`config.mk`:
```
export PLATFORM = sky130hd
export DESIGN_NAME = quad_enc_gen_flat
export DESIGN_NICKNAME = d
export VERILOG_FILES = /design/src/rtl/qenc_pkg.sv /design/src/rtl/quad_enc_gen_if.sv /design/src/rtl/qenc_phase_timer.sv /design/src/rtl/quad_enc_gen.sv /design/src/flat_wrapper.sv
export SDC_FILE = /design/constraint.sdc
export NUM_CORES = 1
export LEC_CHECK = 0
export BUFFER_PORTS_ARGS = -buffer_cell sky130_fd_sc_hd__clkbuf_2
export CAP_MARGIN = 20
export CORE_ASPECT_RATIO = 1.25
export CORE_UTILIZATION = 40
export DETAILED_ROUTE_END_ITERATION = 6
export PLACE_DENSITY = 0.71
export SYNTH_ARGS = -nofsm -noshare
export SYNTH_HDL_FRONTEND = slang
export SYNTH_HIERARCHICAL = 1
export SYNTH_SLANG_ARGS = --single-unit
```
`constraint.sdc`:
```
create_clock -name clk -period 3.47 [get_ports clk]
set_input_delay 0.5205 -clock clk [delete_from_list [all_inputs] [get_ports clk]]
set_output_delay 0.5205 -clock clk [all_outputs]
set_load 0.01 [all_outputs]
```
`src/rtl/qenc_pkg.sv`:
```
// Shared types and quadrature phase tables for the synthetic rotary-encoder source.
package qenc_pkg;

    typedef enum logic [2:0] {IDLE, STEP, SETTLE, PRESS, GAP, FIN} qenc_state_t;

    localparam logic [1:0] DETENT = 2'b11;

    // Entry 0 sits in the low bits; phase 0 is always the detent level.
    localparam logic [7:0] GRAY_CW  = {2'b01, 2'b00, 2'b10, 2'b11};
    localparam logic [7:0] GRAY_CCW = {2'b10, 2'b00, 2'b01, 2'b11};

    function automatic logic [1:0] gray_ab(input logic dir, input logic [1:0] phase);
        logic [7:0] tbl;
        tbl = dir ? GRAY_CW : GRAY_CCW;
        return tbl[{phase, 1'b0} +: 2];
    endfunction

endpackage

```
`src/rtl/quad_enc_gen_if.sv`:
```
// Command handshake bundle for quad_enc_gen: valid/ready plus the latched command fields.
interface quad_enc_gen_if #(
    parameter int CNT_W = 16
);
    logic             cmd_valid;
    logic             cmd_ready;
    logic             cmd_dir;
    logic [CNT_W-1:0] cmd_count;
    logic             cmd_press;

    modport master (output cmd_valid, cmd_dir, cmd_count, cmd_press, input cmd_ready);
    modport slave  (input cmd_valid, cmd_dir, cmd_count, cmd_press, output cmd_ready);

endinterface

```
`src/rtl/qenc_phase_timer.sv`:
```
// Loadable down-counter that flags the last cycle of a loaded interval with a one-cycle tick.
module qenc_phase_timer #(
    parameter int W = 16
) (
    input  logic         clk,
    input  logic         rst,
    input  logic         clear,
    input  logic         load,
    input  logic [W-1:0] load_val,
    output logic         expire
);

    logic [W-1:0] cnt;
    logic         running;

    // A load of N gives N+1 cycles; expire is high during the last one.
    always_ff @(posedge clk) begin
        if (rst || clear) begin
            cnt     <= '0;
            running <= 1'b0;
        end else if (load) begin
            cnt     <= load_val;
            running <= 1'b1;
        end else if (running) begin
            if (cnt == '0) begin
                running <= 1'b0;
            end else begin
                cnt <= cnt - W'(1);
            end
        end
    end

    assign expire = running && (cnt == '0);

endmodule

```
`src/rtl/quad_enc_gen.sv`:
```
// Synthetic rotary encoder: turns step/press commands into detented quadrature A/B
// and an active-low switch, tracking a signed running detent position.
module quad_enc_gen
    import qenc_pkg::*;
#(
    parameter int PHASE_CYCLES = 50000,
    parameter int PRESS_CYCLES = 500000,
    parameter int CNT_W        = 16
) (
    input  logic             clk,
    input  logic             rst,
    quad_enc_gen_if.slave    cmd,
    input  logic             abort,
    output logic             enc_a,
    output logic             enc_b,
    output logic             enc_sw,
    output logic             busy,
    output logic             done,
    output logic [CNT_W-1:0] position
);

    localparam int TMAX = (PHASE_CYCLES > PRESS_CYCLES) ? PHASE_CYCLES : PRESS_CYCLES;
    localparam int TW   = $clog2(TMAX + 1);
    localparam int RW   = CNT_W + 2;
    localparam logic [TW-1:0]    PHASE_LOAD = TW'(PHASE_CYCLES - 1);
    localparam logic [TW-1:0]    PRESS_LOAD = TW'(PRESS_CYCLES - 1);
    localparam logic [CNT_W-1:0] POS_ONE    = CNT_W'(1);

    qenc_state_t   state;
    qenc_state_t   next_state;
    logic          accept;
    logic          kill;
    logic          expire;
    logic          step_tick;
    logic          timer_load;
    logic [TW-1:0] timer_val;
    logic          dir_q;
    logic          press_q;
    logic [RW-1:0] remaining;
    logic [1:0]    phase;

    assign accept    = (state == IDLE) && cmd.cmd_valid;
    assign kill      = abort && (state != IDLE);
    assign step_tick = (state == STEP) && expire && !kill;

    // Every timed state starts its interval either from IDLE or on the tick ending the previous one.
    assign timer_load = ((state == IDLE) || expire) &&
                        (next_state inside {STEP, SETTLE, PRESS, GAP});
    assign timer_val  = (next_state inside {STEP, SETTLE}) ? PHASE_LOAD : PRESS_LOAD;

    qenc_phase_timer #(.W(TW)) u_timer (
        .clk      (clk),
        .rst      (rst),
        .clear    (kill),
        .load     (timer_load),
        .load_val (timer_val),
        .expire   (expire)
    );

    always_ff @(posedge clk) begin
        if (rst) begin
            state <= IDLE;
        end else begin
            state <= next_state;
        end
    end

    always_comb begin
        next_state = state;
        unique case (state)
            IDLE: begin
                if (cmd.cmd_valid) begin
                    if (cmd.cmd_count != '0) begin
                        next_state = STEP;
                    end else if (cmd.cmd_press) begin
                        next_state = PRESS;
                    end else begin
                        next_state = FIN;
                    end
                end
            end
            STEP:   if (expire && (remaining == RW'(1))) next_state = SETTLE;
            SETTLE: if (expire) next_state = press_q ? PRESS : FIN;
            PRESS:  if (expire) next_state = GAP;
            GAP:    if (expire) next_state = FIN;
            FIN:    next_state = IDLE;
            default: next_state = IDLE;
        endcase
        if (kill) begin
            next_state = IDLE;
        end
    end

    // Position only moves when a full detent closes, so an aborted partial detent never counts.
    always_ff @(posedge clk) begin
        if (rst) begin
            dir_q     <= 1'b0;
            press_q   <= 1'b0;
            remaining <= '0;
            phase     <= 2'd0;
            position  <= '0;
        end else if (accept) begin
            dir_q     <= cmd.cmd_dir;
            press_q   <= cmd.cmd_press;
            remaining <= {cmd.cmd_count, 2'b00};
            phase     <= 2'd0;
        end else if (kill) begin
            remaining <= '0;
            phase     <= 2'd0;
        end else if (step_tick) begin
            phase     <= phase + 2'd1;
            remaining <= remaining - RW'(1);
            if (phase == 2'd3) begin
                position <= dir_q ? position + POS_ONE : position - POS_ONE;
            end
        end
    end

    always_comb begin
        cmd.cmd_ready = (state == IDLE);
        busy          = (state != IDLE);
        done          = (state == FIN);
        enc_sw        = (state != PRESS);
        {enc_a, enc_b} = (state == STEP) ? gray_ab(dir_q, phase) : DETENT;
    end

endmodule

```
`src/flat_wrapper.sv`:
```
// flat-port wrapper written by rule: the top's interface ports become plain ports
module quad_enc_gen_flat import qenc_pkg::*;
#(
    parameter int PHASE_CYCLES = 50000,
    parameter int PRESS_CYCLES = 500000,
    parameter int CNT_W        = 16
)
  (clk, rst, abort, enc_a, enc_b, enc_sw, busy, done, position, cmd_cmd_valid, cmd_cmd_dir, cmd_cmd_count, cmd_cmd_press, cmd_cmd_ready);
  quad_enc_gen_if #(.CNT_W(CNT_W)) cmd_i ();
  input  logic clk;
  input  logic rst;
  input  logic abort;
  output logic enc_a;
  output logic enc_b;
  output logic enc_sw;
  output logic busy;
  output logic done;
  output logic [CNT_W-1:0] position;
  input wire logic [$bits(cmd_i.cmd_valid)-1:0] cmd_cmd_valid;
  input wire logic [$bits(cmd_i.cmd_dir)-1:0] cmd_cmd_dir;
  input wire logic [$bits(cmd_i.cmd_count)-1:0] cmd_cmd_count;
  input wire logic [$bits(cmd_i.cmd_press)-1:0] cmd_cmd_press;
  output wire logic [$bits(cmd_i.cmd_ready)-1:0] cmd_cmd_ready;
  assign cmd_i.cmd_valid = cmd_cmd_valid;
  assign cmd_i.cmd_dir = cmd_cmd_dir;
  assign cmd_i.cmd_count = cmd_cmd_count;
  assign cmd_i.cmd_press = cmd_cmd_press;
  assign cmd_cmd_ready = cmd_i.cmd_ready;
  quad_enc_gen #(.PHASE_CYCLES(PHASE_CYCLES), .PRESS_CYCLES(PRESS_CYCLES), .CNT_W(CNT_W)) u_core (.clk(clk), .rst(rst), .cmd(cmd_i), .abort(abort), .enc_a(enc_a), .enc_b(enc_b), .enc_sw(enc_sw), .busy(busy), .done(done), .position(position));
endmodule
```
==> results by group, run 1 <==
Outcome
  – Status: completed

Logic synthesis
  – Most frequent cell after synthesis: dfxtp_1
  – Syn Area/Cell: 8.08 um2
  – Largest area contributor in the netlist: dfxtp_1
  – Synth Instances: 499
  – Seq cells post-synth: 61
  – Synth top area cells: dfxtp_1 (30%), a21oi_1 (6.1%), ha_1 (5.6%), nand2_1 (4.7%), nor2_1 (4.4%)
  – Sequential cell area fraction in the yosys report: between 30% and 40%
  – Top_reg_cell synth: dfxtp_1
  – Post-synth EDFFs: 0
  – Synth top cells by count: dfxtp_1 (61), nand2_1 (51), a21oi_1 (49), nor2_1 (47), o21ai_0 (26)
  – Cell area after synthesis: roughly 4000 um2
  – Synth Warn #: 6
  – Distinct cells, synth: 75
  – Synth top area share: between 30% and 40%
  – Synth async-reset ratio: 0%

Critical path
  – WS Path Type: register to register
  – Worst setup SP type: register
  – CP max FO: 12
  – Setup crit end kind: register
  – CP Data Arrival Time: 3.53 ns
  – WP data required: 3.68 ns

Timing
  – TNS Setup: 0 ns
  – Unrepaired setup endpoints after global routing: no
  – Clock Skew: around 0.0045 ns
  – Fmax: 302 MHz
  – Setup violators final: 0
  – Final Cycle Share: 95.6%
  – Slew HR: approximately 18%
  – Hold Vio Cnt, Final: 0
  – Pins Over Slew Limit: 0
  – Min cycle time layout: 3.32 ns
  – Least-Margin Pin Slew: 1.23 ns

Route
  – WL final: 10400 um
  – Vias per cell: about 5.7
  – DR DRC count: 0
  – Initial DRC Count: 210
  – Routed Antenna Nets: 0
  – WL per Instance: 15.0 um
  – Via count of the routed design: 3965
  – DR pass1 iterations: 4

Floorplan
  – Core ar.: 9710 um2
  – Die Area: 10500 um2
  – Die height: 114 um
  – Starting Density: about 42%
  – Site Rows: 40
  – Number of I/O pins: 44
  – Die X: between 90 and 100 um

Min path
  – Hold Crit Class: primary input to register

Layout
  – Finished Core Util: 50.2%
  – Diode count: 0
  – Area growth syn-to-layout: 20.8%
  – Post-route cell area: 4870 um2
  – Nets@finish: 605
  – Share of cells above drive strength 1: 20.7%

Global route
  – Total track usage: 20.6%
  – Largest net degree at the start of global routing: 40
  – Vias in the first global route: approximately 3800
  – First-pass GRT wire length: ~17000 um
  – Initial antenna violation count: 0
  – Global route total overflow: 0

Power
  – Max VDD drop: between 0.2 and 0.3 mV
  – Power Density: 468 nW/um2
  – Lkg Pwr: 1.95 nW

Placement
  – Placer congestion estimate: 0.884
  – Placed cell areas: 4510 um2
  – Detail Placement HPWL: 7560 um
  – I/O Buffers: 43

Clock network
  – Clock tree buffer depth: 2
  – Hold_buf cts: 0
  – CTS buffer count: 9
  – CTS HTree Levels: 3
  – Clk sink count: roughly 60
  – CTS Root Cell: clkbuf_16
  – Clk Latency, worst-skew pair: 0.33 ns
  – CTS tree: done
  – Clock Pin Slew Worst Setup and Hold Paths: 0.05 ns

Run
  – Max-cap violations: 0
## flip-flops by register name, summed over array words and instances (netlist names)
| name | cells |
|---|---|
| u_core/phase | 2 |
| u_core/press_q | 1 |
| u_core/dir_q | 1 |
| u_core/remaining | 18 |
| u_core/u_timer/cnt | 19 |
| u_core/u_timer/running | 1 |
| u_core/state | 3 |
| u_core/position | 16 |
## per-layer routing
layer / wire [um] / vias up / GRT usage (%) / part of all wire, %
met2: 5180 / 113 / 35.3 / 50
met5: 0 / - / 0 / 0
li1: - / 1964 / - / -
met4: 296 / 0 / 10.6 / 2.8
met3: 460 / 25 / 3.39 / 4.4
met1: 4480 / 1863 / 24.9 / 43
## final timing paths
path,startpoint,end,cells after the start,slack (ns)
max reg2reg,u_core/u_timer/cnt[7],u_core/u_timer/cnt[12],14,0.15
max,u_core/u_timer/cnt[7],u_core/u_timer/cnt[12],14,0.15
min,cmd_cmd_dir,u_core/dir_q,3,0.46
min reg2reg,u_core/position[6],u_core/position[6],2,0.47
## cells in the final DEF (no fill, tap or decap), types with 9 or more instances in the layout
cell type and n:
a21oi_1 49, a22oi_1 9, buf_4 25, clkbuf_16 9, clkbuf_2 43, conb_1 11, dfxtp_1 61, ha_1 18
inv_1 9, nand2_1 51, nand3_1 10, nor2_1 47, nor3_1 14, nor4_1 9, o211ai_1 9, o21ai_0 16
or4_1 10, xnor2_1 19, xor2_1 10
## worst max-delay path, cell delays in order (launching register included)
cell and delay (ns):
dfxtp_1 0.34, or4_1 0.55, or2_4 0.27, or3_4 0.36, nor3_4 0.16, xor2_1 0.16, a21oi_1 0.08, o22a_1 0.23
and3b_2 0.22, xor2_1 0.16, nor3_2 0.22, inv_2 0.07, buf_4 0.18, nor2_1 0.14, a211oi_2 0.06
## final cells by class
class	instances	area (um2)
Clock inverter	4	45.0
Multi-Input combinational cell	412	2730
Fill cell	941	4840
Sequential cell	61	1220
Clock buffer	12	267
Inverter	11	41.3
Timing Repair Buffer	69	414
Tap cell	126	158
## kinds of logic after synthesis
family / Yosys count / synth area share (%)
AO/OA/AOI/OAI: 146 / 23.6
XOR/XNOR: 29 / 6.30
adder cells (fa/ha/maj): 20 / 6.33
buffers and inverters: 35 / 4.10
flip-flops: 61 / 30.3
multiplexers: 8 / 2.02
other: 2 / 0.186
AND/OR/NAND/NOR: 198 / 27.2
## stage by stage
stage	setup slack, ns	hold WS (ns)	cells	power (mW)
5_1_grt	0.0129	0.463	695	2.38
6_report	0.154	0.457	695	2.28
4_1_cts	0.0431	0.454	693	2.27
2_1_floorplan	0.00721	0.455	508	1.21
3_5_place_dp	0.0933	0.469	677	1.33
3_3_place_gp	0.126	0.461	677	1.32
## power by group
group / switching [mW] / internal [mW] / total [mW]
combinational: 0.319 / 0.215 / 0.534
sequential: 0.0607 / 0.754 / 0.815
clock: 0.319 / 0.610 / 0.929
total: 0.699 / 1.58 / 2.28
## repair_timing
action,in CTS,in global routing
setup buffers,0,2
gates resized for setup,0,10
endpoints found under the setup margin,0,17
(Power assumes the default switching activity.)
==> inputs of run 2 (changes only) <==
--- a/config.mk
+++ b/config.mk
@@ -10,6 +10,7 @@
 export CORE_ASPECT_RATIO = 1.25
 export CORE_UTILIZATION = 40
 export DETAILED_ROUTE_END_ITERATION = 6
+export GPL_TIMING_DRIVEN = 0
 export PLACE_DENSITY = 0.71
 export SYNTH_ARGS = -nofsm -noshare
 export SYNTH_HDL_FRONTEND = slang
==> run 2 against run 1 <==
The run now ends with negative setup slack left. Global-route usage rose by 0.83 points. Clock-buffer cell count shrank 1. Cell area is 4.3% higher. Clock power up 0.4%. Clock skew rose by 0.0012 ns. Sequential power is 0.9% higher. Sequential share of layout area shrank 0.96 points. Routed wire length grew 8.3%. Combinational power increased by 13%.
==> results by group, run 2 (synthesis gave the netlist of run 1 again) <==
Layout
  – Regs by FF count: u_core/u_timer/cnt (19), u_core/remaining (18), u_core/position (16)
  – Share of cells above drive strength 1: 24.4%
  – Max reg flops: 19
  – Diode count: 0
  – Most frequent cells in the layout: dfxtp_1 (60), nand2_1 (51), nor2_1 (45)
  – Nets@finish: 623
  – Area growth syn-to-layout: 26.0%
  – # fillers: 913
  – Commonest non-fill, non-tap cell in the layout: dfxtp_1
  – Largest register by flop count: u_core/u_timer/cnt

Power
  – Lkg Pwr: about 2.0 nW
  – Power Density: 464 nW/um2
  – Max VDD drop: 0.198 mV

Route
  – DR pass1 iterations: 5
  – Highest routed metal layer: met4
  – Via count of the routed design: ~4100
  – Met2 WL: 5580 um
  – Routed Antenna Nets: 0
  – WL per Instance: 15.8 um
  – DR DRC count: 0
  – WL final: 11300 um
  – Metal-1 WL: 4740 um
  – Vias per cell: 5.78
  – DR WL met3: ~600 um
  – Initial DRC Count: about 250

Timing
  – Unrepaired setup endpoints after global routing: yes
  – Least-Margin Pin Slew: about 0.7 ns
  – Clock Skew: 0.00574 ns
  – Slew HR: around 52%
  – Min cycle time layout: 3.57 ns
  – Final Cycle Share: 103%
  – Pins Over Slew Limit: 0
  – Worst Slack Setup Final: -0.104 ns
  – Hold Vio Cnt, Final: 0
  – TNS Setup: -0.104 ns
  – Setup violators final: 1
  – Fmax: 280 MHz

Global route
  – Largest net degree at the start of global routing: 19
  – First-pass GRT wire length: 18200 um
  – Vias in the first global route: 3957
  – Initial antenna violation count: 0
  – Total track usage: 21.5%
  – Global route total overflow: 0

Placement
  – Setup WS pre-CTS: -0.469 ns
  – Placer congestion estimate: 0.915
  – I/O Buffers: 43
  – Detail Placement HPWL: approximately 7700 um

Clock network
  – CTS buffer count: 9
  – Clk sink count: 61
  – Hold_buf cts: 0
  – Clock Pin Slew Worst Setup and Hold Paths: roughly 0.060 ns
  – CTS Root Cell: clkbuf_16
  – Clock tree buffer depth: 2
  – CTS HTree Levels: 3
  – Clk Latency, worst-skew pair: 0.32 ns
  – CTS tree: done

Run
  – Max-cap violations: 0

Floorplan
  – Starting Density: 41.5%
  – Number of I/O pins: 44
  – Die X: roughly 90 um
  – Die height: 114 um
  – Core ar.: 9710 um2
  – Die Area: 10500 um2
  – Site Rows: 40

Outcome
  – Status: finished, violations left
  – Violated checks: negative setup slack

Critical path
  – Worst R2R End: u_core/u_timer/cnt[13]
  – Setup crit end kind: register
  – Worst setup SP type: register
  – CP Data Arrival Time: 3.85 ns
  – Reg-to-Reg Start: u_core/u_timer/cnt[5]
  – CP max FO: 8
  – R2R setup slack: -0.10 ns
  – Worst reg2reg path depth: 16
  – WP data required: 3.74 ns
  – WS Path Type: register to register

Min path
  – Hold worst-path end: u_core/dir_q
  – Hold Crit Class: primary input to register
  – Hold_sp: cmd_cmd_dir
  – Hold-critical path depth: 3
## run 2: final cells by class
type	instances	area (um2)	area share [%]
buffer	23	150	2.95
clock buffer	11	233	4.58
inverter	11	46.3	0.911
clock inverter	5	75.1	1.48
multi-input combinational	412	2820	55.4
tap	126	158	3.10
sequential	61	1220	24.1
timing repair buffer	64	380	7.48
## run 2: metrics by stage
stage	hold WS, ns	power (mW)	cell area [um2]	std cells	utilization (%)
after floorplan	0.455	1.21	4110	508	-
after global placement	0.461	1.32	4480	677	46.1
after detailed placement	0.466	1.33	4480	677	46.1
after CTS	0.421	2.31	4910	703	50.6
after global routing	0.430	2.47	5080	713	52.3
final	0.424	2.36	5080	713	52.3
## run 2: worst max path at each step
stage | startpoint | slack [ns] | cells after the start | to
6_report | u_core/u_timer/cnt[5] | -0.10 | 16 | u_core/u_timer/cnt[13]
5_1_grt | u_core/u_timer/cnt[5] | -0.28 | 16 | u_core/u_timer/cnt[13]
4_1_cts | u_core/u_timer/cnt[5] | 0.003 | 16 | u_core/u_timer/cnt[9]
3_5_place_dp | u_core/u_timer/cnt[5] | -0.47 | 16 | u_core/u_timer/cnt[11]
3_3_place_gp | u_core/u_timer/cnt[5] | -0.33 | 16 | u_core/u_timer/cnt[9]
2_1_floorplan | u_core/u_timer/cnt[5] | 0.007 | 17 | u_core/u_timer/cnt[9]
## run 2: where the power goes
| group | switching [mW] | internal, mW | total, mW |
|---|---|---|---|
| Sequential | 0.0668 | 0.755 | 0.822 |
| Clock | 0.308 | 0.625 | 0.933 |
| Combinational | 0.347 | 0.257 | 0.604 |
## run 2: metal layers
metal  vias to the layer above  global-route usage, %
met3                        34                   3.92
met2                       146                   37.8
met1                      1948                   24.9
met4                         0                   10.6
met5                         -                      0
li1                       1996                      -
## run 2: what timing repair did
item | 4_1_cts | 5_1_grt
gates cloned | 1 | 0
resized for setup | 13 | 29
buffers inserted | 10 | 10
pin swaps | 7 | 11
endpoints found under the setup margin | 35 | 22
## run 2: critical path, cell delays in order, from the launching register on
cell and delay, ns:
dfxtp_4 0.34, or4_4 0.54, or2_4 0.25, or3_4 0.34
nor3_2 0.11, buf_4 0.16, buf_4 0.11, a21boi_0 0.07
a31oi_1 0.26, and3b_2 0.27, xor2_1 0.15, nor3_1 0.06
buf_4 0.16, buf_4 0.16, nor3_1 0.31, mux2i_1 0.15
nand2_1 0.07
==> inputs of run 3 (changes only) <==
--- a/config.mk
+++ b/config.mk
@@ -11,7 +11,7 @@
 export CORE_UTILIZATION = 40
 export DETAILED_ROUTE_END_ITERATION = 6
 export GPL_TIMING_DRIVEN = 0
-export PLACE_DENSITY = 0.71
+export PLACE_DENSITY_LB_ADDON = 0.05
 export SYNTH_ARGS = -nofsm -noshare
 export SYNTH_HDL_FRONTEND = slang
 export SYNTH_HIERARCHICAL = 1
==> constraint.sdc (replaced) <==
create_clock -name clk -period 4.6 [get_ports clk]
set_input_delay 0.69 -clock clk [delete_from_list [all_inputs] [get_ports clk]]
set_output_delay 0.69 -clock clk [all_outputs]
set_load 0.01 [all_outputs]
==> run 3 against run 2 <==
The run now ends clean. Sequential power is 25% lower. Clock-buffer cell count stayed put. Non-clock buffer count is 20 lower. Sequential share of layout area is 1.7 points higher. Cell count is 2.8% lower. First-iteration DRC count is 45% lower. Hold slack better by 0.050 ns. Die area stayed put. Register-to-register slack better by 0.45 ns. Core utilization is 3.6 points lower.
==> results by group, run 3 (synthesis gave the netlist of run 1 again) <==
Outcome
  – Status: completed

Global route
  – Initial antenna violation count: 0
  – Largest net degree at the start of global routing: 19
  – First-pass GRT wire length: about 18000 um
  – Busiest grt layer: met2
  – Vias in the first global route: 3611
  – Global route total overflow: 0
  – Total track usage: approximately a fifth
  – Met1 usage: 26.2%
  – Grt met2 use: 37.1%
  – M3 GR Usage: 2.59%

Timing
  – Fmax: between 200 and 250 MHz
  – Least-Margin Pin Slew: 0.716 ns
  – Clock Skew: 0.00677 ns
  – Final Cycle Share: 92.6%
  – Pins Over Slew Limit: 0
  – Unrepaired setup endpoints after global routing: no
  – Setup violators final: 0
  – Final hold slack: ~0.47 ns
  – Min cycle time layout: 4.26 ns
  – Hold Vio Cnt, Final: 0
  – TNS Setup: 0 ns
  – Slew HR: 52.2%

Power
  – Max VDD drop: between 0.15 and 0.2 mV
  – Lkg Pwr: between 1.5 and 2 nW
  – Power Density: 350 nW/um2

Layout
  – Post-route cell area: 4740 um2
  – Area growth syn-to-layout: 17.5%
  – Share of cells above drive strength 1: 16.6%
  – Largest register by flop count: u_core/u_timer/cnt
  – Regs by FF count: u_core/u_timer/cnt (19), u_core/remaining (18), u_core/position (16)
  – Diode count: 0
  – Max reg flops: 19
  – Commonest non-fill, non-tap cell in the layout: dfxtp_1
  – Finished Core Util: between 40% and 50%
  – Nets@finish: 603
  – Most frequent cells in the layout: dfxtp_1 (61), nand2_1 (51), a21oi_1 (49)

Route
  – Vias per cell: 5.56
  – DR pass1 iterations: 4
  – Via count of the routed design: 3856
  – Routed Antenna Nets: 0
  – Initial DRC Count: 135
  – WL final: around 11000 um
  – DR DRC count: 0
  – WL per Instance: 15.5 um

Critical path
  – Most common cell on crit path: buf_2
  – Worst path max stage delay: 0.52 ns
  – CP Data Arrival Time: 4.45 ns
  – Max stage delay cell, worst path: or4_1
  – Worst setup SP type: register
  – Critical-path cell list: or4_1, buf_2, or2_4, or3_1, nor3_1, buf_2, xor2_1, a21oi_1, o22a_1, and3b_1, xor2_1, nor3_1, buf_2, inv_1, clkbuf_1, o21ai_0, a21oi_1
  – WP data required: 4.79 ns
  – CP max FO: 10
  – CP delay by family, top: simple AND/OR/NAND/NOR gates
  – WS Path Type: register to register
  – Setup crit end kind: register
  – Crit path buf inv count: 5

Floorplan
  – Die height: 114 um
  – Core ar.: 9710 um2
  – Starting Density: 41.5%
  – Die Area: about 10000 um2
  – Die X: 91.8 um
  – Number of I/O pins: 44
  – Site Rows: 40

Min path
  – Hold Crit Class: register to register

Clock network
  – Setup Buffers After CTS: 0
  – Clock Pin Slew Worst Setup and Hold Paths: 0.05 ns
  – CTS tree: done
  – CTS buffer count: 9
  – Clk sink count: 61
  – Clock tree buffer depth: 2
  – Clk Latency, worst-skew pair: 0.33 ns
  – CTS HTree Levels: 3
  – CTS Root Cell: clkbuf_16

Placement
  – Placer congestion estimate: 0.811
  – Placed cell areas: approximately 4400 um2
  – I/O Buffers: 43
  – Detail Placement HPWL: between 8000 and 9000 um

Run
  – Max-cap violations: 0
==> run 3: final cells by class <==
class	instances	area [um2]
Buffer	24	124
Clock buffer	11	243
Clock inverter	5	50.0
Fill cell	1036	4970
Inverter	11	41.3
Multi-Input combinational cell	412	2690
Sequential cell	61	1220
Tap cell	126	158
Timing Repair Buffer	43	215
==> run 3: repair_timing <==
action                     4_1_cts  5_1_grt
setup endpoints to repair        0        6
resized for setup                0        2
hold buffers                     0        0
==> run 3: worst register-to-register path, stage by stage (launching register included) <==
cell      delay, ns
dfxtp_1        0.35
or4_1          0.52
buf_2          0.18
or2_4          0.29
or3_1          0.38
nor3_1         0.19
buf_2          0.22
xor2_1         0.16
a21oi_1        0.08
o22a_1         0.24
and3b_1        0.22
xor2_1         0.15
nor3_1         0.19
buf_2          0.23
inv_1          0.12
clkbuf_1       0.26
o21ai_0        0.28
a21oi_1        0.06
==> run 3: power by group <==
group          internal (mW)  switching [mW]  total, mW
combinational          0.146           0.229      0.375
sequential             0.569          0.0468      0.616
clock                  0.430           0.239      0.669
total                   1.14           0.515       1.66
==> run 3: worst paths after layout <==
check                        startpoint                     end  slack, ns  cells past startpoint
hold / removal      u_core/position[10]     u_core/position[10]       0.47                      2
hold reg to reg     u_core/position[10]     u_core/position[10]       0.47                      2
setup reg to reg  u_core/u_timer/cnt[4]  u_core/u_timer/cnt[16]       0.34                     17
setup / recovery  u_core/u_timer/cnt[4]  u_core/u_timer/cnt[16]       0.34                     17
==> run 3: stage by stage <==
| stage | cells | setup WS [ns] | power (mW) |
|---|---|---|---|
| finish | 693 | 0.343 | 1.66 |
| global route | 693 | 0.0166 | 1.76 |
| floorplan | 508 | 0.943 | 0.901 |
| global placement | 677 | 0.312 | 0.992 |
| detailed placement | 677 | 0.322 | 0.998 |
| CTS | 693 | 0.277 | 1.68 |
==> run 3: metal layers <==
| layer | vias up | part of all wire, % |
|---|---|---|
| met3 | 14 | 2.2 |
| li1 | 1975 | - |
| met4 | 0 | 1.9 |
| met2 | 52 | 50 |
| met1 | 1815 | 46 |
| met5 | - | 0 |
